===== src/rtl/simple_cpu_pkg.sv =====
// Shared definitions for the SimpleCPU subsystem: opcodes, FSM states and
// default bus widths.
package simple_cpu_pkg;

  localparam int DEF_ADDR_W = 8;
  localparam int DEF_DATA_W = 16;

  localparam logic [3:0] OP_LDI  = 4'h0;
  localparam logic [3:0] OP_LD   = 4'h1;
  localparam logic [3:0] OP_ST   = 4'h2;
  localparam logic [3:0] OP_ADD  = 4'h3;
  localparam logic [3:0] OP_SUB  = 4'h4;
  localparam logic [3:0] OP_AND  = 4'h5;
  localparam logic [3:0] OP_OR   = 4'h6;
  localparam logic [3:0] OP_XOR  = 4'h7;
  localparam logic [3:0] OP_JMP  = 4'h8;
  localparam logic [3:0] OP_JZ   = 4'h9;
  localparam logic [3:0] OP_JNZ  = 4'hA;
  localparam logic [3:0] OP_ADDI = 4'hB;
  localparam logic [3:0] OP_HLT  = 4'hF;

  typedef enum logic [1:0] {
    FETCH = 2'd0,
    EXEC  = 2'd1,
    HALT  = 2'd2
  } state_t;

endpackage


===== src/rtl/simple_cpu.sv =====
// Two-cycle accumulator CPU core (FETCH -> EXEC) driving a single-port
// unified memory bus. ALU and decode are inline.
module simple_cpu
  import simple_cpu_pkg::*;
#(
  parameter int ADDR_W = DEF_ADDR_W,
  parameter int DATA_W = DEF_DATA_W
) (
  input  logic              clk,
  input  logic              reset,
  input  logic [DATA_W-1:0] data_out,
  output logic              rw_enable,
  output logic [ADDR_W-1:0] address,
  output logic [DATA_W-1:0] data_in,
  output logic [DATA_W-1:0] acc,
  output logic              halted
);

  state_t            state, state_nxt;
  logic [ADDR_W-1:0] pc, pc_nxt;
  logic [DATA_W-1:0] ir, acc_nxt;
  logic [3:0]        opcode;
  logic [ADDR_W-1:0] opnd;
  logic [DATA_W-1:0] opnd_zext;
  logic              unused_ir;

  assign opcode    = ir[DATA_W-1 -: 4];
  assign opnd      = ir[ADDR_W-1:0];
  assign opnd_zext = {{(DATA_W-ADDR_W){1'b0}}, opnd};
  assign unused_ir = ^ir[DATA_W-5:ADDR_W];

  // All arithmetic wraps modulo 2^DATA_W; carries and borrows are dropped.
  function automatic logic [DATA_W-1:0] alu(input logic [3:0]        op,
                                            input logic [DATA_W-1:0] a,
                                            input logic [DATA_W-1:0] m,
                                            input logic [DATA_W-1:0] imm);
    case (op)
      OP_LDI:  alu = imm;
      OP_LD:   alu = m;
      OP_ADD:  alu = a + m;
      OP_SUB:  alu = a - m;
      OP_AND:  alu = a & m;
      OP_OR:   alu = a | m;
      OP_XOR:  alu = a ^ m;
      OP_ADDI: alu = a + imm;
      default: alu = a;
    endcase
  endfunction

  always_comb begin
    acc_nxt = alu(opcode, acc, data_out, opnd_zext);
    pc_nxt  = pc;
    case (opcode)
      OP_JMP:  pc_nxt = opnd;
      OP_JZ:   if (acc == '0) pc_nxt = opnd;
      OP_JNZ:  if (acc != '0) pc_nxt = opnd;
      default: pc_nxt = pc;
    endcase
  end

  always_ff @(posedge clk) begin
    if (!reset) begin
      state <= FETCH;
    end else begin
      state <= state_nxt;
    end
  end

  always_comb begin
    state_nxt = state;
    case (state)
      FETCH:   state_nxt = EXEC;
      EXEC:    state_nxt = (opcode == OP_HLT) ? HALT : FETCH;
      default: state_nxt = HALT;
    endcase
  end

  // Bus outputs are forced idle while reset is low so a pending ST never lands.
  always_comb begin
    rw_enable = 1'b1;
    address   = pc;
    data_in   = acc;
    halted    = (state == HALT);
    if (!reset) begin
      address = '0;
      data_in = '0;
    end else if (state == EXEC) begin
      address   = opnd;
      rw_enable = (opcode != OP_ST);
    end
  end

  always_ff @(posedge clk) begin
    if (!reset) begin
      pc  <= '0;
      ir  <= '0;
      acc <= '0;
    end else begin
      case (state)
        FETCH: begin
          ir <= data_out;
          pc <= pc + ADDR_W'(1);
        end
        EXEC: begin
          acc <= acc_nxt;
          pc  <= pc_nxt;
        end
        default: ;
      endcase
    end
  end

endmodule


===== config.mk =====
export PLATFORM = sky130hd
export DESIGN_NAME = simple_cpu
export DESIGN_NICKNAME = d
export VERILOG_FILES = /design/src/rtl/simple_cpu_pkg.sv /design/src/rtl/simple_cpu.sv
export SDC_FILE = /design/constraint.sdc
export NUM_CORES = 1
export LEC_CHECK = 0
export CAP_MARGIN = 20
export CELL_PAD_IN_SITES_DETAIL_PLACEMENT = 1
export CELL_PAD_IN_SITES_GLOBAL_PLACEMENT = 1
export CORE_UTILIZATION = 37
export CTS_CLUSTER_DIAMETER = 200
export DETAILED_ROUTE_END_ITERATION = 6
export PLACE_DENSITY_LB_ADDON = 0.3
export SKIP_LAST_GASP = 1
export SLEW_MARGIN = 20
export SYNTH_ARGS = -nofsm -noshare
export SYNTH_HDL_FRONTEND = slang
export SYNTH_SLANG_ARGS = --single-unit
export TNS_END_PERCENT = 50

===== constraint.sdc =====
create_clock -name clk -period 3.2 [get_ports clk]
set_input_delay 0.32 -clock clk [delete_from_list [all_inputs] [get_ports clk]]
set_output_delay 0.32 -clock clk [all_outputs]
set_load 0.005 [all_outputs]

After elaboration in Yosys (flattened, before gate mapping)
Cells that the tools add are included.
- flip-flop bits (word level): 42
- input bits: 18
- output and inout port bits: 42
- word-level logic and storage cells: 48
- add/subtract/negate cells: 4
- eq/ne operators: 17
- muxes and demuxes: 12
- bitwise logic cells: 3
- reductions and logical operators: 8
- operators by type and width (cell ; count):
    case mux 16 bit (8 select lines) ; 1
    two-way mux 8 bit ; 4
    case mux 8 bit (3 select lines) ; 1
    == test 4 bit, second input constant ; 5
    adder 16 bit ; 1
    adder 16 x 8 -> 16 bit ; 1
    bitwise AND 16 bit ; 1
    == test 4 x 3 -> 1 bit, second input constant ; 4
    logical NOT 16 bit ; 1
    two-way mux 16 bit ; 1
    bitwise OR 16 bit ; 1
    case mux 8 bit (2 select lines) ; 1
    nonzero test 16 bit ; 1
    subtractor 16 bit ; 1
    bitwise XOR 16 bit ; 1
    adder 8 x 1 -> 8 bit, second input constant ; 1
    nonzero test 8 bit ; 1
    inequality test 3 bit, second input constant ; 2
    == test 4 x 1 -> 1 bit, second input constant ; 1
    == test 4 x 2 -> 1 bit, second input constant ; 1
    logical NOT 4 bit ; 1
    inequality test 4 x 1 -> 1 bit, second input constant ; 1
    inequality test 4 x 2 -> 1 bit, second input constant ; 1
    case mux 2 bit (2 select lines) ; 1
    8 further kinds ; 9

Depth between registers and ports, before layout
Gate-level depths: netlist of run 1.
- depth after elaboration: 4
- gate-level depth with buffers: 16
- depth with buffers taken out: 15

Worst setup path before layout of run 1
No wires, ideal clock.
- kind: reg2reg
- from: reg ir[12]
- to: reg acc[14]
- data arrival time: 3305 ps
- path slack: -222 ps
- stages on the path, launching flop included: 16
- buffers on the path: 4
- period minus slack after synthesis: 3422 ps
- cell sequence: dfxtp_1 buf_2 clkbuf_1 and3_1 clkbuf_1 clkbuf_1 o21ai_0 ha_1 fa_1 a21oi_1 o21ai_0 o22a_1 a311o_1 a21oi_1 mux2i_1 nand2_1
- word-level cells in the longest chain between the ends: 3
- elaborated cells on any way between the ends: 11
- those cells by class: eq/ne: 7; mux: 1; reduce/logical: 3
- RTL lines (item ; RTL line ; RTL):
    start, declared ; simple_cpu.sv:21 ; logic [DATA_W-1:0] ir, acc_nxt;
    start signal, assigned ; simple_cpu.sv:101 ; ir <= data_out;
    == test 4 bit (tied with other cells) ; simple_cpu.sv:37 ; case (op)
    nonzero test 8 bit (no line) ; n/a ;
    AND reduction 2 bit (no line) ; n/a ;
    end signal, assigned ; simple_cpu.sv:105 ; acc <= acc_nxt;
    end, declared ; simple_cpu.sv:15 ; output logic [DATA_W-1:0] acc,
Several ways; a longest one is shown, not always the timed one.
A chain may end at the register's enable or synchronous reset.

Worst setup path in the final report of run 1
- from: in data_out[7]
- to: reg acc[15]
- word-level cells in the longest chain between the ends: 2
- elaborated cells on any way between the ends: 3
- those cells by class: add/sub: 2; mux: 1
- RTL lines (item ; RTL line ; RTL):
    start, declared ; simple_cpu.sv:11 ; input logic [DATA_W-1:0] data_out,
    subtractor 16 bit or adder 16 bit (tied branches) ; simple_cpu.sv:41, simple_cpu.sv:40 ;
    case mux 16 bit (8 select lines) * ; simple_cpu.sv:37 ;
Mark *: on every way between the ends. The rest lies on a longest branch, timed or not.

==> run_results.csv, run 1 <==
group,metric,value,unit
pwr,leakage,0.00259,uW
timing,rsz0062_at_grt,"yes",
synthesis,synth_area,0.00433,mm^2
global_route,grt_max_degree,30,
synthesis,synthArstFlopShare,0,
detailed_routing,wl_per_cell,20.6,um
final_layout,multi_input_area,0.00361,mm^2
detailed_routing,drt_first_pass_iters,5,
cts,h-tree-depth,2,
timing,skew,0.00611,ns
global_route,grt_usage,0.294,
final_layout,area_growth,42.6,%
detailed_routing,vias_per_cell,5.77,
pwr,fin_total_pwr,1840,uW
synthesis,ys_seq_area_frac,0.176,
detailed_routing,dr.max_layer_used,"met4",
setup_path,max_stage_delay,0.47,ns
detailed_routing,drtAntennaViolNets,0,
timing,fin_tns_setup,-0.0323,ns
synthesis,synth_cell_types,64,
global_route,grt_first_pass_wirelength,26.9,mm
global_route,grt_pass1_vias,5004,
global_route,antenna_found_initial,0,
floorplanning,die_w,110,um
synthesis,synth_ff_type,"dfxtp_1",
detailed_routing,drt_wl_total,17.8,mm
synthesis,ys_warn_count,0,
setup_path,cp_cell_sequence,"clkdlybuf4s50_1, buf_4, nor4_2, nand3_1, o31ai_2, xnor2_1, nor2_1, ha_1, nand2_1, a21oi_1, a211oi_2, a31oi_4, xnor2_2, buf_4, a211o_1",
detailed_routing,drc,0,
floorplanning,core,0.0114,mm^2
timing,worst_slack,-0.0323,ns
final_layout,finish.utilization,0.540,
final_layout,fillCellCount,1433,
setup_path,slowest_stage,"clkdlybuf4s50_1",
timing,finalSetupViolations,1,
timing,fmax,309,MHz
place,hpwl,12.9,mm
setup_path,crit_required,3.38,ns
pwr,worst_ir_drop_vdd,0.233,mV
timing,tightest_slew,1.02,ns
floorplanning,die-area,0.0121,mm^2
final_layout,final_area,0.00617,mm^2
place,place_area,0.00558,mm^2
synthesis,synth_most_common_cell,"nand2_1",
cts,clk_pin_slew,0.06,ns
pwr,p_per_area,299,mW/mm^2
timing,drv_slew,0,
synthesis,ys_ff_latch,38,
job,drv_cap,0,
synthesis,synth_top_area_share,0.176,
final_layout,regArea,762,um^2
synthesis,yosysTopAreaCell,"dfxtp_1",
final_layout,drive_above_1_share,0.256,
detailed_routing,drt_iter0_markers,430,
floorplanning,start_util,0.379,
setup_path,cpMostUsedCell,"buf_4",
cts,root_buffer,"clkbuf_16",
synthesis,syn-num-nets,661,
cts,cts_tree,"yes",
synthesis,synthCells,592,
detailed_routing,wl_met2,8.46,mm
synthesis,avgSynthCellArea,7.31,um^2
synthesis,synth_edf_count,0,
cts,hold_buffers,0,
timing,hold_violations,0,
floorplanning,rows,39,
detailed_routing,route.met3.wl,727,um
place,gp_congestion,0.894,
min_path,min_path_type,"primary input to register",
run_status,violations,"negative setup slack",
cts,clock_sinks,38,
synthesis,synthTopCellsByCount,"nand2_1, ha_1, o21ai_0, inv_1, dfxtp_1",
cts,insertion_delay,0.29,ns
cts,cts_buffer_depth,2,
floorplanning,ioPinCount,60,
final_layout,diodes,0,
detailed_routing,vias,4968,
setup_path,start_kind,"primary input",
setup_path,cp-end-kind,"register",
place,portBuffers,59,
setup_path,crit_path_max_fanout,6,
setup_path,critPathKind,"primary input to register",
final_layout,nets,786,
floorplanning,die_h,110,um
run_status,status,"finished with violations",
synthesis,ys_top_cells_by_area,"dfxtp_1, ha_1, nand2_1",
global_route,overflow,0,
timing,min_period_over_period,1.01,
setup_path,crit_family,"compound AO/OA/AOI/OAI gates",
detailed_routing,wl_met1,8.23,mm
timing,period_needed,3.23,ns
cts,numCtsBuffers,5,
setup_path,crit_arrival,3.41,ns
timing,relSlewSlack,0.315,
setup_path,cp_num_buf_inv,3,
stage by stage:
| step | instances | hold slack (ns) | setup slack, ns |
|---|---|---|---|
| 3_5_place_dp | 843 | 0.513 | -0.682 |
| 5_1_grt | 861 | 0.510 | -0.180 |
| 2_1_floorplan | 592 | 0.465 | 0.0518 |
| 6_report | 861 | 0.488 | -0.0323 |
| 3_3_place_gp | 843 | 0.489 | -0.597 |
| 4_1_cts | 857 | 0.513 | -0.0373 |
tightest hold or removal path: cells and delay by family:
family,cells,cell delay [ns]
buffers and inverters,2,0.28
AO/OA/AOI/OAI,1,0.07
AND/OR/NAND/NOR,1,0.06
path summary, 6_finish.rpt:
kind                             startpoint  endpoint  slack, ns  cells past startpoint
worst max-delay path            data_out[7]   acc[15]      -0.03                     15
worst min-delay path            data_out[1]     ir[1]       0.49                      4
worst max register to register       ir[15]   acc[15]      -0.01                     14
worst min register to register        pc[7]     pc[7]       0.52                      2
routing by layer:
layer,global-route usage,up-vias
li1,-,2350
met1,0.390,2458
met2,0.497,135
met3,0.0347,25
met4,0.0902,0
met5,0,-
flip-flops by register name, summed over array words and instances (netlist names):
name	count
acc	16
state	2
ir	12
pc	8
cells in the final DEF, fill, tap and decap left out, types with 4 or more instances in the layout:
master	count
a21boi_0	31
a21oi_1	29
a21oi_2	7
a22oi_1	8
a31oi_1	6
and2_1	18
and3_1	7
buf_4	91
clkbuf_16	5
clkdlybuf4s50_1	50
dfxtp_1	37
dlygate4sd2_1	4
ha_1	44
ha_4	6
inv_1	36
inv_2	4
mux2_2	13
mux2i_1	6
nand2_1	85
nand2b_1	6
nand3_1	8
nand4_1	5
nor2_1	31
nor2b_1	5
nor3_1	11
nor4_1	5
o211ai_1	4
o21ai_0	35
o21ai_1	4
o21ai_2	4
o221ai_1	7
or3_1	4
xnor2_1	11
xor2_1	6
layout make-up:
cell class / count / area share
Tap cell: 143 / 0.0290
Inverter: 40 / 0.0243
Sequential cell: 38 / 0.124
Timing Repair Buffer: 153 / 0.212
Multi-Input combinational cell: 479 / 0.585
Clock inverter: 3 / 0.00649
Clock buffer: 5 / 0.0203
logic make-up after synthesis:
| logic type | synth area share |
|---|---|
| AND/OR/NAND/NOR | 0.244 |
| AO/OA/AOI/OAI | 0.272 |
| buffers and inverters | 0.0706 |
| adder cells (fa/ha/maj) | 0.149 |
| flip-flops | 0.176 |
| multiplexers | 0.0500 |
| XOR/XNOR | 0.0385 |
power by group:
part           switching [uW]  internal, uW
combinational             385           332
sequential               44.4           499
clock                     219           365
total                     649          1200
repair_timing:
| item | in CTS | in global routing |
|---|---|---|
| pin swaps | 19 | 35 |
| gates resized for setup | 49 | 41 |
| setup buffers | 6 | 5 |
| setup endpoints to repair | 8 | 10 |
No activity file was read; power rests on OpenSTA's default activity.
==> run 2, diff against run 1 <==
- PLACE_DENSITY_LB_ADDON: 0.3 -> 0.1
==> run_results.csv, run 2 (synthesized netlist as in run 1, its figures left out) <==
group,metric,value,unit
final_layout,diodes,0,
place,hpwl,13.2,mm
setup_path,cp-end-kind,"register",
final_layout,final_common_cell,"buf_4",
setup_path,rr_worst_depth,15,
final_layout,largest_reg_flops,16,
final_layout,drive_above_1_share,0.235,
pwr,leakage,0.00254,uW
timing,fmax,311,MHz
run_status,status,"finished with violations",
detailed_routing,drtAntennaViolNets,0,
timing,fin_tns_setup,-0.0193,ns
final_layout,final-instance-count-excl-fill,857,
timing,tightest_slew,0.893,ns
run_status,violations,"negative setup slack",
setup_path,cp_num_cells,15,
global_route,grt_pass1_vias,5042,
detailed_routing,drt_wl_total,17.6,mm
setup_path,crit_required,3.38,ns
pwr,worst_ir_drop_vdd,0.220,mV
detailed_routing,wl_per_cell,20.5,um
detailed_routing,vias_per_cell,5.84,
setup_path,cp_cell_sequence,"buf_4, nor2b_2, and3_2, buf_4, buf_4, a21oi_1, o21ai_1, ha_1, inv_1, a2111oi_4, o21ai_2, a31oi_1, xnor2_1, nor3_1, a211o_1",
timing,rsz0062_at_grt,"yes",
timing,skew,0.00878,ns
global_route,grt_first_pass_wirelength,26.7,mm
floorplanning,rows,39,
cts,root_buffer,"clkbuf_16",
detailed_routing,drt_first_pass_iters,5,
min_path,whs_path_depth,2,
setup_path,crit_path_max_fanout,7,
timing,min_period_over_period,1.01,
cts,hold_buffers,0,
final_layout,area_growth,39.2,%
setup_path,crit_arrival,3.40,ns
floorplanning,die_w,110,um
setup_path,start_kind,"register",
timing,finalSetupViolations,1,
cts,insertion_delay,0.29,ns
timing,hold_violations,0,
floorplanning,die_h,110,um
floorplanning,core,0.0114,mm^2
final_layout,reg_top3,"acc (16), ir (12), pc (8)",
final_layout,nets,782,
setup_path,slowest_stage,"a2111oi_4",
setup_path,cpMostUsedCell,"buf_4",
place,placed_cells,843,
floorplanning,start_util,0.379,
setup_path,critPathKind,"register to register",
cts,clk_pin_slew,0.07,ns
floorplanning,die-area,0.0121,mm^2
final_layout,largest-register,"acc",
detailed_routing,drc,0,
cts,clock_sinks,38,
timing,period_needed,3.22,ns
global_route,grt_max_degree,45,
global_route,grt_usage,0.293,
cts,h-tree-depth,2,
timing,relSlewSlack,0.402,
detailed_routing,drt_iter0_markers,411,
cts,cts_tree,"yes",
setup_path,crit_family,"compound AO/OA/AOI/OAI gates",
timing,drv_slew,0,
cts,numCtsBuffers,5,
job,drv_cap,0,
final_layout,final_cell_mix,"buf_4, nand2_1, clkdlybuf4s50_1, ha_1, inv_1",
timing,worst_slack,-0.0193,ns
floorplanning,ioPinCount,60,
setup_path,cp_num_buf_inv,4,
global_route,antenna_found_initial,0,
place,portBuffers,59,
place,gp_congestion,0.928,
min_path,min_path_type,"register to register",
cts,cts_buffer_depth,2,
global_route,overflow,0,
pwr,p_per_area,297,mW/mm^2
detailed_routing,vias,5003,
setup_path,max_stage_delay,0.40,ns
-- run 2: per-layer routing --
metal  GRT usage  vias to the layer above  part of all wire
met5           0                        -                 0
met4       0.101                        0             0.025
met3      0.0635                       37             0.050
met2       0.494                      134              0.48
met1       0.369                     2484              0.45
li1            -                     2348                 -
-- run 2: stage by stage --
step                      hold WS [ns]  cell area (um^2)   util  total power (uW)  worst slack [ns]
after global placement           0.489              5570  0.487              1160            -0.576
final                            0.524              6020  0.527              1790           -0.0193
after floorplan                  0.465              4330      -               885            0.0518
after global routing             0.551              6020  0.527              1870            -0.263
after detailed placement         0.510              5570  0.487              1180            -0.636
after CTS                        0.531              5880  0.515              1750           -0.0322
-- run 2: report_power, final --
part	switching, uW	total, uW	leakage, uW	internal, uW
registers	44.6	544	0.000312	499
clock network	220	529	0.0000729	309
logic	385	714	0.00216	329
total	649	1790	0.00254	1140
-- run 2: final timing paths --
check | slack, ns | start | end
worst max register to register | -0.02 | ir[14] | acc[15]
worst min-delay path | 0.52 | pc[7] | pc[7]
worst min register to register | 0.52 | pc[7] | pc[7]
worst max-delay path | -0.02 | ir[14] | acc[15]
-- run 2: what timing repair did --
item                                    4_1_cts  5_1_grt
setup buffers                                 2        4
endpoints found under the setup margin        9       10
gates cloned                                  0        0
pin swaps                                    20       21
resized for setup                            42       28
-- run 2: layout make-up --
cell class | count | area (um^2)
sequential | 38 | 763
tap | 143 | 179
clock buffer | 6 | 139
inverter | 40 | 150
clock inverter | 2 | 12.5
multi-input combinational | 479 | 3510
timing repair buffer | 149 | 1260
fill | 1424 | 5400
-- run 2: tightest hold or removal path, delay by kind of cell, from the launching register on --
family	cells	cell delay, ns
AO/OA/AOI/OAI	2	0.15
flip-flops	1	0.32
==> run 3, diff against run 2 <==
- CAP_MARGIN: 20 -> 5
==> results of run 3 <==
No change in the layout: final DEF, timing and power equal those of run 2.
